===== config.mk =====
export PLATFORM = sky130hd
export DESIGN_NAME = alu_seq_stage
export DESIGN_NICKNAME = d
export VERILOG_FILES = /design/src/rtl/alu_pkg.sv /design/src/rtl/alu_bitscan.sv /design/src/rtl/alu_seq_stage.sv
export SDC_FILE = /design/constraint.sdc
export NUM_CORES = 1
export LEC_CHECK = 0
export ABC_CLOCK_PERIOD_IN_PS = 3250
export CAP_MARGIN = 20
export CORE_MARGIN = 8
export CORE_UTILIZATION = 56
export CTS_BUF_LIST = sky130_fd_sc_hd__clkbuf_16
export DETAILED_ROUTE_END_ITERATION = 16
export PLACE_DENSITY_LB_ADDON = 0.1
export SLEW_MARGIN = 20
export SYNTH_ARGS = -nofsm -noshare
export SYNTH_HDL_FRONTEND = slang
export SYNTH_SLANG_ARGS = --single-unit

===== constraint.sdc =====
create_clock -name i_CLK -period 3.25 [get_ports i_CLK]
set_input_delay 0.975 -clock i_CLK [delete_from_list [all_inputs] [get_ports i_CLK]]
set_output_delay 0.975 -clock i_CLK [all_outputs]
set_load 0.05 [all_outputs]

===== src/rtl/alu_pkg.sv =====
// Shared definitions for the ALU execute stage: opcodes, FSM state
// encodings and the scanner mode select.
package alu_pkg;

    typedef enum logic [1:0] {
        OP_SUB   = 2'b00,
        OP_NAND  = 2'b01,
        OP_LONES = 2'b10,
        OP_OHDEC = 2'b11
    } op_e;

    typedef enum logic [1:0] {
        IDLE = 2'b00,
        CALC = 2'b01,
        DONE = 2'b11
    } state_e;

    // Scanner mode follows opcode bit 0 of the two scan opcodes.
    localparam logic MODE_LONES = 1'b0;
    localparam logic MODE_OHDEC = 1'b1;

endpackage


===== src/rtl/alu_bitscan.sv =====
// Iterative one-bit-per-cycle scanner used by the LONES and OHDEC operations.
// LONES walks from the top bit downwards until the first zero; OHDEC walks the
// whole vector upwards, recording the first set bit and flagging any vector
// that is not exactly one-hot. The count/pos/err_multi outputs already include
// the bit examined in the current cycle, so they are final while done is high.
module alu_bitscan
    import alu_pkg::*;
#(
    parameter int WIDTH = 4,
    localparam int CW = $clog2(2 * WIDTH + 1),
    localparam int IW = $clog2(2 * WIDTH)
) (
    input  logic                 clk,
    input  logic                 rst_n,
    input  logic                 start,
    input  logic                 mode,
    input  logic [2*WIDTH-1:0]   vector,
    output logic                 done,
    output logic [CW-1:0]        count,
    output logic [CW-1:0]        pos,
    output logic                 err_multi
);

    localparam logic [IW-1:0] LAST_IDX = IW'(2 * WIDTH - 1);

    logic          busy;
    logic          mode_q;
    logic [IW-1:0] idx;
    logic [CW-1:0] count_q, count_nxt;
    logic [CW-1:0] pos_q, pos_nxt;
    logic          seen_q, seen_nxt;
    logic          multi_q, multi_nxt;
    logic          bit_now;

    // Examine the current bit and form the updated scan state and completion.
    always_comb begin
        bit_now   = vector[idx];
        count_nxt = count_q;
        pos_nxt   = pos_q;
        seen_nxt  = seen_q;
        multi_nxt = multi_q;
        done      = 1'b0;
        if (mode_q == MODE_LONES) begin
            if (bit_now) count_nxt = count_q + CW'(1);
            done = busy && (!bit_now || (idx == '0));
        end else begin
            if (bit_now && !seen_q) pos_nxt = CW'(idx);
            if (bit_now && seen_q) multi_nxt = 1'b1;
            if (bit_now) seen_nxt = 1'b1;
            done = busy && (idx == LAST_IDX);
        end
    end

    // Scan state: load on start, advance one bit per cycle while busy.
    always_ff @(posedge clk or negedge rst_n) begin
        if (!rst_n) begin
            busy    <= 1'b0;
            mode_q  <= MODE_LONES;
            idx     <= '0;
            count_q <= '0;
            pos_q   <= '0;
            seen_q  <= 1'b0;
            multi_q <= 1'b0;
        end else if (start) begin
            busy    <= 1'b1;
            mode_q  <= mode;
            idx     <= (mode == MODE_OHDEC) ? '0 : LAST_IDX;
            count_q <= '0;
            pos_q   <= '0;
            seen_q  <= 1'b0;
            multi_q <= 1'b0;
        end else if (busy) begin
            count_q <= count_nxt;
            pos_q   <= pos_nxt;
            seen_q  <= seen_nxt;
            multi_q <= multi_nxt;
            if (done) begin
                busy <= 1'b0;
            end else if (mode_q == MODE_OHDEC) begin
                idx <= idx + IW'(1);
            end else begin
                idx <= idx - IW'(1);
            end
        end
    end

    assign count = count_nxt;
    assign pos   = pos_nxt;
    // A one-hot decode is in error both for multiple set bits and for none.
    assign err_multi = multi_nxt || !seen_nxt;

endmodule


===== src/rtl/alu_seq_stage.sv =====
// Multi-cycle ALU execute stage with ready-valid handshakes on both sides.
// SUB and NAND resolve in a single CALC cycle; LONES and OHDEC are delegated
// to the iterative alu_bitscan. Results are registered and held in DONE until
// the downstream stage takes them.
module alu_seq_stage
    import alu_pkg::*;
#(
    parameter int WIDTH = 4
) (
    input  logic                    i_CLK,
    input  logic                    i_RSTn,
    input  logic                    i_VALID,
    output logic                    o_READY,
    input  logic signed [WIDTH-1:0] i_A,
    input  logic signed [WIDTH-1:0] i_B,
    input  logic [1:0]              i_OP,
    output logic                    o_VALID,
    input  logic                    i_READY,
    output logic [WIDTH-1:0]        o_Y,
    output logic                    o_OVF,
    output logic                    o_ERR
);

    localparam int CW = $clog2(2 * WIDTH + 1);

    state_e                  state, state_nxt;
    logic signed [WIDTH-1:0] a_q, b_q;
    op_e                     op_q;
    logic                    accept;
    logic                    scan_start;
    logic                    scan_done;
    logic [CW-1:0]           scan_count;
    logic [CW-1:0]           scan_pos;
    logic                    scan_err;
    logic                    op_done;
    logic signed [WIDTH-1:0] diff;
    logic [WIDTH-1:0]        y_nxt;
    logic                    ovf_nxt;
    logic                    err_nxt;

    // True when a scan result does not fit in the WIDTH-bit result bus.
    function automatic logic exceeds_width(input logic [CW-1:0] v);
        return (v >> WIDTH) != '0;
    endfunction

    assign accept     = (state == IDLE) && i_VALID;
    assign scan_start = accept && i_OP[1];

    alu_bitscan #(
        .WIDTH (WIDTH)
    ) u_scan (
        .clk       (i_CLK),
        .rst_n     (i_RSTn),
        .start     (scan_start),
        .mode      (i_OP[0]),
        .vector    ({b_q, a_q}),
        .done      (scan_done),
        .count     (scan_count),
        .pos       (scan_pos),
        .err_multi (scan_err)
    );

    assign op_done = (op_q == OP_SUB) || (op_q == OP_NAND) || scan_done;

    // FSM state register.
    always_ff @(posedge i_CLK or negedge i_RSTn) begin
        if (!i_RSTn) state <= IDLE;
        else         state <= state_nxt;
    end

    // FSM next-state logic.
    always_comb begin
        state_nxt = state;
        case (state)
            IDLE:    if (i_VALID) state_nxt = CALC;
            CALC:    if (op_done) state_nxt = DONE;
            DONE:    if (i_READY) state_nxt = IDLE;
            default: state_nxt = IDLE;
        endcase
    end

    // FSM outputs: handshake flags decoded from the registered state.
    always_comb begin
        o_READY = (state == IDLE);
        o_VALID = (state == DONE);
    end

    // Operand capture on accept; held stable for the whole calculation.
    always_ff @(posedge i_CLK or negedge i_RSTn) begin
        if (!i_RSTn) begin
            a_q  <= '0;
            b_q  <= '0;
            op_q <= OP_SUB;
        end else if (accept) begin
            a_q  <= i_A;
            b_q  <= i_B;
            op_q <= op_e'(i_OP);
        end
    end

    // Result and flag selection for the captured opcode.
    always_comb begin
        diff    = a_q - b_q;
        y_nxt   = '0;
        ovf_nxt = 1'b0;
        err_nxt = 1'b0;
        case (op_q)
            OP_SUB: begin
                y_nxt   = diff;
                ovf_nxt = (a_q[WIDTH-1] != b_q[WIDTH-1]) && (diff[WIDTH-1] != a_q[WIDTH-1]);
            end
            OP_NAND: begin
                y_nxt = ~(a_q & b_q);
            end
            OP_LONES: begin
                y_nxt   = WIDTH'(scan_count);
                ovf_nxt = exceeds_width(scan_count);
            end
            OP_OHDEC: begin
                y_nxt   = WIDTH'(scan_pos);
                ovf_nxt = exceeds_width(scan_pos);
                err_nxt = scan_err;
            end
            default: ;
        endcase
    end

    // Result registers: loaded on the cycle that finishes CALC, held otherwise.
    always_ff @(posedge i_CLK or negedge i_RSTn) begin
        if (!i_RSTn) begin
            o_Y   <= '0;
            o_OVF <= 1'b0;
            o_ERR <= 1'b0;
        end else if ((state == CALC) && op_done) begin
            o_Y   <= y_nxt;
            o_OVF <= ovf_nxt;
            o_ERR <= err_nxt;
        end
    end

endmodule


== Yosys cells after proc, flatten, opt, wreduce, memory -nomap -nowiden ==
Index checks and enable logic that the tools add are counted.
Word-level totals
  register bits: 33
  input bits: 14
  output and inout bits: 8
  word-level logic and storage cells: 88
Operators by class
  $add $sub $neg: 4
  magnitude comparators: 1
  equal/unequal tests: 12
  multiplexer cells: 34
  bitwise logic cells: 2
  reduce and logical (&&, ||, !) cells: 21
Operators by type and width (count)
  $mux W4: 8
  $pmux W4 S4: 1
  $mux W1: 15
  $mux W3: 5
  $logic_and A1 B1 Y1: 8
  $eq A2 B2 Y1 const B: 3
  $mux W2: 3
  $ne A2 B2 Y1 const B: 3
  $pmux W2 S3: 1
  $add A4 B1 Y4 const B: 1
  $and A4 B4 Y4: 1
  $eq A2 B1 Y1 const B: 2
  $logic_not A2 Y1: 2
  $logic_or A1 B1 Y1: 4
  $lt A3 B4 Y1 const B: 1
  $not A4 Y4: 1
  $sub A4 B4 Y4: 1
  $add A3 B1 Y3 const B: 1
  $bmux W1 S3: 1
  $eq A3 B3 Y1 const B: 1
  $logic_not A1 Y1: 3
  $logic_not A3 Y1: 1
  $reduce_and A3 Y1: 1
  $sub A3 B1 Y3 const B: 1
  other kinds (4): 5

== Depth between registers and ports, before layout ==
Gate-level depths: netlist of the first run.
  word-level depth: 9
  gate-level depth with buffers: 9

== Hierarchy ==
From an unflattened synthesis of the first run, not the netlist that was laid out.
Unflattened totals
  cells, all modules: 198
  area total of the unflattened synthesis: 2094.5 µm²
Modules (own cells, without submodules)
  alu_bitscan: times used 1, cells an instance 112, area an instance 1116.1 µm², sequential area each 375.4 µm²
  alu_seq_stage: times used 1, cells an instance 86, area an instance 978.4 µm², sequential area each 450.4 µm²

== Worst setup path before layout of the first run ==
Ideal clock, no wire load.
  path kind: in2reg
  from: input i_VALID
  to: register u_scan.idx[2]
  data arrival time: 2.157 ns
  required time: 3.173 ns
  path slack: 1.016 ns
  cell stages on the path: 5
  path through: nor3b_1 > and2_1 > clkbuf_1 > o31ai_1 > a21oi_1
On the way
  word-level cells in the longest chain between the ends: 4
Ends and longest elaborated chain
  from (decl): line alu_seq_stage.sv:12  | input logic i_VALID,
  $logic_and A1 B1 Y1 (*): line alu_seq_stage.sv:46  | assign accept = (state == IDLE) && i_VALID;
  $logic_and A1 B1 Y1 (*): line alu_seq_stage.sv:47  | assign scan_start = accept && i_OP[1];
  $ne A2 B2 Y1 (no source line) or $reduce_bool A2 Y1 (tied branches)
  $reduce_and A2 Y1 (no source line)
  to (signal assigned): line alu_bitscan.sv:67  | idx <= (mode == MODE_OHDEC) ? '0 : LAST_IDX;
  to (signal assigned): line alu_bitscan.sv:80  | idx <= idx + IW'(1);
  to (signal assigned): line alu_bitscan.sv:82  | idx <= idx - IW'(1);
  to (decl): line alu_bitscan.sv:28  | logic [IW-1:0] idx;
Every way passes the cells marked *; elsewhere a longest branch is shown, timed or not.
A chain may end at the register's enable or synchronous reset.

== Final worst setup path of the first run ==
  from: register state[0]
  to: output o_VALID
On the way
  word-level cells in the longest chain between the ends: 1
Ends and longest elaborated chain
  from (decl): line alu_seq_stage.sv:26  | state_e state, state_nxt;
  from (signal assigned): line alu_seq_stage.sv:68  | else state <= state_nxt;
  $eq A2 B2 Y1: line alu_seq_stage.sv:85  | o_VALID = (state == DONE);
  to (decl): line alu_seq_stage.sv:17  | output logic o_VALID,
No other way between the ends.

==> impl_metrics.json, run 1 <==
{
  "status": "finished, final reports clean",
  "r2r_end": "o_Y[3]$_DFFE_PN0P_",
  "combPwrFrac_pct": 51.6,
  "hpwl_mm": 3.15,
  "fill_cells": 272,
  "max_cap_viol_count": 0,
  "drt-total-wl_mm": 4.15,
  "min_period_ns": 2.65,
  "die_area_sq_um": 5590,
  "cts_buffers": 5,
  "ys_ff_latch": 33,
  "antennaDiodeCount": 0,
  "rsz0062_at_grt": "no",
  "final_cell_mix": "33 x dfrtp_1, 21 x clkdlybuf4s50_1, 17 x nand2_1, 16 x nor2_1, 14 x a21oi_1",
  "yosys.area_share.adder_pct": 7.24,
  "clock_latency_ns": 0.28,
  "crit_required_ns": 2.27,
  "drt-initial-drc-count": 105,
  "grt_max_degree": 34,
  "via_per_inst": 5.73,
  "nets": 238,
  "end_kind": "output port",
  "power.internal_uw": 1450,
  "min_path_cells": 2,
  "finalHoldViolations": 0,
  "antenna_found_initial": 0,
  "io_buffers": 21,
  "setup_viol": 0,
  "synth_edf_count": 0,
  "cts_hold_buf": 0,
  "reg2reg_from": "u_scan.idx[0]$_DFFE_PN0P_",
  "skew_ns": 0.00403,
  "worstRegToRegCells": 6,
  "leakage_uw": 0.00106,
  "whs_endpoint": "o_ERR$_DFFE_PN0P_",
  "synth_top_cells_by_area": "dfrtp_1 43%, ha_1 5.2%, mux2i_1 4.7%, mux2_2 4.1%, a21oi_1 3.6%",
  "initial_core_util_pct": 58.0,
  "wl_per_cell_um": 16.0,
  "grt_first_pass_wirelength_mm": 7.22,
  "die_h_um": 74.8,
  "grt_usage_pct": 17.3,
  "switching_power_uw": 1200,
  "synthFlopType": "dfrtp_1",
  "crit_arrival_ns": 1.68,
  "final_antenna_net_count": 0,
  "synthMuxAreaShare_pct": 10.1,
  "fin_crit_sh_pct": 81.5,
  "synth_top_area_share_pct": 42.7,
  "syn_area_per_cell_sq_um": 10.1,
  "syn_inst": 192,
  "worst_pin_slew_ns": 0.561,
  "holdCritStartpoint": "o_ERR$_DFFE_PN0P_",
  "multi_input_area_sq_um": 1020,
  "synth.distinct_cells": 44,
  "die_x_um": 74.8,
  "cts_tree": "yes",
  "gp_congestion": 0.845,
  "layout_commonest_cell": "dfrtp_1",
  "overflow": 0,
  "synth_compound_area_share_pct": 17.6,
  "p_per_area_nw_per_um2": 1150,
  "synthesis.area_sq_um": 1940,
  "clock.fmax_mhz": 377,
  "yosysTopAreaCell": "dfrtp_1",
  "regArea_sq_um": 826,
  "post-cts-setup-buffers": 0,
  "vias": 1489,
  "io_pins": 22,
  "drc": 0,
  "power_frac_seq_pct": 32.3,
  "critPathMaxFanout": 5,
  "hp-class": "reg -> reg",
  "clock_path_buffers": 2,
  "drtPass1Iterations": 4,
  "fin_setup_tns_ns": 0,
  "postCtsResizedCells": 0,
  "clkTransAtPathRegs_ns": 0.05,
  "synth-simple-area-share_pct": 13.3,
  "rows": 21,
  "grt_pass1_vias": 1537,
  "synth_top_family_by_area": "compound AO/OA/AOI/OAI gates",
  "holdWs_ns": 0.485,
  "relSlewSlack_pct": 62.5,
  "syn_nets": 216,
  "synth-xor-area-share_pct": 4.07,
  "cts-htree-levels": 2,
  "synthArstFlopShare_pct": 100,
  "r2r_setup_slack_ns": 0.78,
  "maxSlewViolCount": 0,
  "drive_gt1_share_pct": 11.2,
  "ir_drop_uv": 549,
  "path_class": "reg -> out",
  "cp-start-kind": "flip-flop",
  "core_sq_um": 3340,
  "cts_root_buffer": "clkbuf_16",
  "syn2layout_area_growth_pct": 19.1,
  "synth.yosys.seq_area_share_pct": 42.7,
  "power.share.switching_pct": 45.3,
  "clkPwrFrac_pct": 16.1,
  "yosysWarnings": 0,
  "clock-sinks": 33
}
[stage by stage]
| stage | area [sq um] | utilization [%] | total power (uW) | instances | setup WS [ns] |
|---|---|---|---|---|---|
| global placement | 2170 | 65.1 | 2180 | 253 | 0.654 |
| detailed placement | 2170 | 65.1 | 2230 | 253 | 0.562 |
| CTS | 2310 | 69.1 | 2670 | 260 | 0.588 |
| floorplan | 1940 | - | 1890 | 192 | 1.02 |
| finish | 2310 | 69.1 | 2660 | 260 | 0.600 |
| global route | 2310 | 69.1 | 2870 | 260 | 0.562 |
[Yosys cell counts (4+ instances only)]
master and count:
nor2_1 16, ha_1 8, nand2_1 17, mux2_2 7, nand3_1 7, dfrtp_1 33
clkbuf_1 4, a31oi_1 4, xor2_1 8, a21oi_1 14, inv_1 10, o21ai_0 7
mux2i_1 9
[state kept, by name, summed over array words and instances (netlist names)]
| signal | flops |
|---|---|
| a_q | 4 |
| b_q | 4 |
| o_ERR | 1 |
| o_OVF | 1 |
| o_Y | 4 |
| op_q | 2 |
| state | 2 |
| u_scan.busy | 1 |
| u_scan.count_q | 4 |
| u_scan.idx | 3 |
| u_scan.mode_q | 1 |
| u_scan.multi_q | 1 |
| u_scan.pos_q | 4 |
| u_scan.seen_q | 1 |
[per-layer routing]
layer	vias to the layer above	GRT usage, %	part of all wire (%)
met5	-	0	0
met4	0	8.26	1.6
met3	6	4.79	6.5
met2	35	27.6	48
met1	725	21.0	43
li1	723	-	-
[how the worst max path moves through the flow]
| stage | start | to | slack, ns | cells past startpoint |
|---|---|---|---|---|
| floorplan | i_VALID | u_scan.idx[2]$_DFFE_PN0P_ | 1.02 | 5 |
| global placement | i_VALID | u_scan.idx[0]$_DFFE_PN0P_ | 0.65 | 6 |
| detailed placement | i_VALID | u_scan.idx[0]$_DFFE_PN0P_ | 0.56 | 6 |
| CTS | state[0]$_DFFE_PN0P_ | o_VALID | 0.59 | 3 |
| global route | state[0]$_DFFE_PN0P_ | o_VALID | 0.56 | 3 |
| finish | state[0]$_DFFE_PN0P_ | o_VALID | 0.60 | 3 |
[cell type report]
cell class                      count  share of cell area, %
Sequential cell                    33                   35.8
Multi-Input combinational cell    140                   44.2
Timing Repair Buffer               24                   10.1
Clock inverter                      2                  0.326
Clock buffer                        5                   5.43
Inverter                           10                   1.63
Tap cell                           46                   2.50
[cells by family after synthesis]
| kind of cell | after synthesis |
|---|---|
| muxes | 18 |
| adders and majority gates | 10 |
| DFF | 33 |
| xor gates and xnor gates | 9 |
| buffers and inverters | 19 |
| and+or+nand+nor | 56 |
| AOI/OAI and AO/OA | 47 |
[worst max-delay path, stage by stage, from the launching register on]
cell	delay, ns
dfrtp_1	0.44
nand2_1	0.09
inv_1	0.06
clkdlybuf4s50_1	0.80
[power by group through the flow]
stage          clock (uW)  sequential [uW]  combinational (uW)
2_1_floorplan           0              845                1050
3_3_place_gp            0              851                1330
3_5_place_dp            0              863                1370
4_1_cts               437              857                1380
5_1_grt               452              891                1520
6_report              428              857                1370
No activity file was read; power rests on OpenSTA's default activity.
==> inputs of run 2 (changes only) <==
- ABC_CLOCK_PERIOD_IN_PS: 3250 -> 2200
- CORE_UTILIZATION: 56 -> 50
- clock period: 3.25 -> 2.2 ns (I/O delays scaled with it)
==> run 2 against run 1 <==
- clock power up 80%
- combinational power up 66%
- sequential share of layout area down 2.0 points
- die area up 9.4%
- sequential cell count unchanged
- routed wire length up 5.1%
- sequential power up 48%
- global-route usage down 2.5 points
- first-iteration DRC count up 17%
- final cell count up 4.6%
- clock skew about the same
- critical endpoint is now u_scan.pos_q[2]$_DFFE_PN0P_
- largest power group unchanged
- highest routed layer unchanged
==> impl_metrics.json, run 2 (synthesis gave the netlist of run 1 again) <==
{
  "status": "finished, final reports clean",
  "switching_power_uw": 1880,
  "crit_buf_inv": 1,
  "wl_per_cell_um": 16.0,
  "place_inst": 264,
  "min_period_ns": 2.13,
  "crit_required_ns": 2.37,
  "final_antenna_net_count": 0,
  "cp-start-kind": "flip-flop",
  "drtPass1Iterations": 4,
  "totalPowerFinal_uw": 4310,
  "critPathTopFamily": "simple AND/OR/NAND/NOR gates",
  "clock-sinks": 33,
  "utilization_pct": 66.4,
  "clock_path_buffers": 2,
  "cts_hold_buf": 0,
  "drt-initial-drc-count": 123,
  "setup_viol": 0,
  "hp-class": "reg -> reg",
  "worst_pin_slew_ns": 0.498,
  "leakage_uw": 0.00113,
  "multi_input_area_sq_um": 1050,
  "grt_max_degree": 34,
  "grt_usage_pct": 14.8,
  "crit_arrival_ns": 2.29,
  "die_h_um": 78.2,
  "skew_ns": 0.00381,
  "drc": 0,
  "fin_ws_ns": 0.0721,
  "rows": 22,
  "fill_cells": 302,
  "grt_first_pass_wirelength_mm": 7.29,
  "end_kind": "flip-flop",
  "layout_commonest_cell": "dfrtp_1",
  "power_frac_seq_pct": 29.5,
  "relSlewSlack_pct": 66.7,
  "clock_latency_ns": 0.28,
  "ir_drop_uv": 812,
  "path_class": "reg -> reg",
  "clkTransAtPathRegs_ns": 0.05,
  "gp_congestion": 0.840,
  "core_sq_um": 3690,
  "antennaDiodeCount": 0,
  "power.share.switching_pct": 43.7,
  "cts_tree": "yes",
  "finalHoldViolations": 0,
  "hpwl_mm": 3.28,
  "clkPwrFrac_pct": 17.9,
  "cts-htree-levels": 2,
  "cts_root_buffer": "clkbuf_16",
  "regArea_sq_um": 827,
  "vias": 1536,
  "nets": 247,
  "post-cts-setup-buffers": 0,
  "cts_buffers": 5,
  "worstPathCellList": "and2_1, a22oi_1, buf_4, nand3_1, or3_1, mux2i_1, nor2_1",
  "cp_slowest_cell": "dfrtp_1",
  "fin_crit_sh_pct": 96.7,
  "drive_gt1_share_pct": 17.9,
  "initial_core_util_pct": 52.5,
  "grt_pass1_vias": 1515,
  "die_area_sq_um": 6120,
  "fin_setup_tns_ns": 0,
  "io_buffers": 21,
  "finalNonFillerCells": 272,
  "clock.fmax_mhz": 470,
  "antenna_found_initial": 0,
  "p_per_area_nw_per_um2": 1760,
  "max_stage_delay_ns": 0.48,
  "via_per_inst": 5.65,
  "power.internal_uw": 2430,
  "die_x_um": 78.2,
  "final_cell_mix": "32 x dfrtp_1, 19 x clkdlybuf4s50_1, 17 x nand2_1, 15 x nor2_1, 14 x a21oi_1",
  "combPwrFrac_pct": 52.6,
  "overflow": 0,
  "max_cap_viol_count": 0,
  "syn2layout_area_growth_pct": 26.5,
  "critPathMaxFanout": 8,
  "dp_slack_ns": -0.0278,
  "drt-total-wl_mm": 4.36,
  "io_pins": 22,
  "maxSlewViolCount": 0
}
run 2: worst paths after layout:
kind,from,cells past startpoint,end,slack (ns)
worst max-delay path,u_scan.idx[2]$_DFFE_PN0P_,7,u_scan.pos_q[2]$_DFFE_PN0P_,0.07
worst min-delay path,o_OVF$_DFFE_PN0P_,2,o_OVF$_DFFE_PN0P_,0.48
worst max register to register,u_scan.idx[2]$_DFFE_PN0P_,7,u_scan.pos_q[2]$_DFFE_PN0P_,0.07
worst min register to register,o_OVF$_DFFE_PN0P_,2,o_OVF$_DFFE_PN0P_,0.48
max in group asynchronous,i_RSTn,2,u_scan.idx[0]$_DFFE_PN0P_,1.10
min in group asynchronous,i_RSTn,2,u_scan.count_q[3]$_DFFE_PN0P_,0.77
run 2: metal layers:
layer  wire, um  global-route usage, %  vias up
met5          0                      0        -
met4         83                   6.11        0
met3        224                   4.21        9
met2       2140                   23.9       44
met1       1910                   18.2      741
li1           -                      -      742
run 2: area by class of cell:
| class | count | share of cell area, % |
|---|---|---|
| Timing Repair Buffer | 33 | 12.6 |
| Sequential cell | 33 | 33.8 |
| Multi-Input combinational cell | 140 | 43.0 |
| Inverter | 10 | 1.53 |
| Clock buffer | 5 | 5.11 |
| Clock inverter | 3 | 1.53 |
| Tap cell | 48 | 2.45 |
run 2: power groups by stage:
stage	clock [uW]	sequential [uW]	combinational, uW
2_1_floorplan	0	1250	1550
3_3_place_gp	0	1240	2140
3_5_place_dp	0	1250	2200
4_1_cts	787	1260	2230
5_1_grt	810	1320	2480
6_report	771	1270	2270
run 2: tightest hold or removal path, cell delays in order (launching register included):
cell and delay, ns:
dfrtp_1 0.34, nand2_1 0.05, o21ai_1 0.06
run 2: metrics by stage:
step / hold slack (ns) / area, sq um
6_report: 0.484 / 2450
5_1_grt: 0.515 / 2450
4_1_cts: 0.492 / 2420
3_5_place_dp: 0.480 / 2250
3_3_place_gp: 0.468 / 2250
2_1_floorplan: 0.364 / 1940
run 2: repair_timing:
item                                    4_1_cts  5_1_grt
resized for setup                             2        5
endpoints found under the setup margin        4        5
pin swaps                                     0        0
==> inputs of run 3 (changes only) <==
- CORE_MARGIN: 8 -> 4
==> run 3 against run 2 <==
- routed wire length rose by 0.71%
- total power shrank 2.2%
- final cell count unchanged
- sequential cell count is the same
- utilization down 0.75 points
- non-clock buffer count unchanged
- clock-buffer cell count is the same
- sequential share of layout area up 0.38 points
- clock power decreased by 16%
- worst setup slack improved by 0.031 ns
- die area down 19%
- critical endpoint is now o_Y[1]
==> impl_metrics.json, run 3 (synthesis gave the netlist of run 1 again) <==
{
  "status": "finished, final reports clean",
  "vias": 1581,
  "critPathMaxFanout": 2,
  "final_cell_mix": "32 x dfrtp_1, 19 x clkdlybuf4s50_1, 17 x nand2_1, 16 x nor2_1, 14 x a21oi_1",
  "cts-htree-levels": 2,
  "hp-class": "reg -> reg",
  "final_antenna_net_count": 0,
  "finalNonFillerCells": 272,
  "initial_core_util_pct": 52.5,
  "place_inst": 264,
  "core_sq_um": 3690,
  "ir_drop_uv": 820,
  "rows": 22,
  "skew_ns": 0.00399,
  "cts_root_buffer": "clkbuf_16",
  "max_cap_viol_count": 0,
  "layout_commonest_cell": "dfrtp_1",
  "clock_latency_ns": 0.28,
  "clock-sinks": 33,
  "dp_slack_ns": -0.0642,
  "fin_crit_sh_pct": 95.3,
  "min_period_ns": 2.10,
  "rsz0062_at_grt": "no",
  "fill_cells": 312,
  "clock_path_buffers": 2,
  "final_area_sq_um": 2420,
  "worstPathCellList": "clkdlybuf4s50_1",
  "clock.fmax_mhz": 477,
  "r2r_setup_slack_ns": 0.12,
  "max_stage_delay_ns": 0.81,
  "die_x_um": 70.2,
  "die_area_sq_um": 4930,
  "p_per_area_nw_per_um2": 1740,
  "cp-start-kind": "flip-flop",
  "regArea_sq_um": 827,
  "post-cts-setup-buffers": 0,
  "crit_required_ns": 1.54,
  "drt-initial-drc-count": 80,
  "worst_pin_slew_ns": 0.496,
  "io_buffers": 21,
  "grt_max_degree": 34,
  "multi_input_area_sq_um": 1050,
  "crit_arrival_ns": 1.44,
  "finalHoldViolations": 0,
  "postPlaceCellArea_sq_um": 2250,
  "crit_buf_inv": 1,
  "wl_per_cell_um": 16.2,
  "fin_setup_tns_ns": 0,
  "grt_first_pass_wirelength_mm": 7.66,
  "cts_buffers": 5,
  "drtPass1Iterations": 7,
  "grt_usage_pct": 19.7,
  "leakage_uw": 0.00111,
  "setup_viol": 0,
  "end_kind": "output port",
  "maxSlewViolCount": 0,
  "fin_ws_ns": 0.104,
  "drive_gt1_share_pct": 17.9,
  "clkTransAtPathRegs_ns": 0.05,
  "gp_congestion": 0.891,
  "antenna_found_initial": 0,
  "drc": 0,
  "cts_tree": "yes",
  "path_class": "reg -> out",
  "syn2layout_area_growth_pct": 25.1,
  "io_pins": 22,
  "antennaDiodeCount": 0,
  "die_h_um": 70.2,
  "grt_pass1_vias": 1571,
  "nets": 247,
  "drt-total-wl_mm": 4.39,
  "relSlewSlack_pct": 66.8,
  "critPathTopFamily": "buffers and inverters",
  "cp_slowest_cell": "clkdlybuf4s50_1",
  "cts_hold_buf": 0,
  "via_per_inst": 5.81,
  "hpwl_mm": 3.25,
  "overflow": 0
}
==> run 3: final cells by class <==
type | count | area share (%)
flip-flops and latches | 33 | 34.2
repair buffers | 33 | 12.7
inverters | 10 | 1.55
multi-input cells | 140 | 43.4
clock inverters | 3 | 0.517
well taps | 48 | 2.48
clock buffers | 5 | 5.17
==> run 3: metal layers <==
metal	up-vias	global-route usage, %	routed length [um]
li1	746	-	-
met1	776	26.0	1890
met2	48	31.7	2200
met3	11	4.75	223
met4	0	6.60	81
met5	-	0	0
==> run 3: final timing paths <==
check	from	to	depth (start not counted)
max	o_Y[1]$_DFFE_PN0P_	o_Y[1]	1
min	o_OVF$_DFFE_PN0P_	o_OVF$_DFFE_PN0P_	2
max reg2reg	u_scan.idx[0]$_DFFE_PN0P_	o_Y[3]$_DFFE_PN0P_	8
min reg2reg	o_OVF$_DFFE_PN0P_	o_OVF$_DFFE_PN0P_	2
max in group asynchronous	i_RSTn	u_scan.idx[0]$_DFFE_PN0P_	2
min in group asynchronous	i_RSTn	u_scan.count_q[1]$_DFFE_PN0P_	2
==> run 3: worst register-to-register path: stages (launching register included) <==
cell and delay [ns]:
dfrtp_2 0.49, mux2i_4 0.25, a221oi_4 0.33, a311oi_2 0.14, buf_4 0.16, o211ai_2 0.18
buf_12 0.16, a21oi_1 0.04, a22o_1 0.20
==> run 3: repair_timing <==
action	in CTS	in global routing
pin swaps	0	0
setup endpoints to repair	5	6
resized for setup	2	4
==> run 3: report_power, final <==
part           internal (uW)  switching, uW
clock network            408            242
registers                881            392
logic                   1020           1270
total                   2310           1910
==> run 3: through the flow <==
stage	hold slack, ns	power (uW)	util, %
after global placement	0.468	3370	61.0
after floorplan	0.364	2790	-
after CTS	0.487	4170	65.0
after global routing	0.493	4540	65.6
final	0.478	4210	65.6
after detailed placement	0.475	3460	61.0
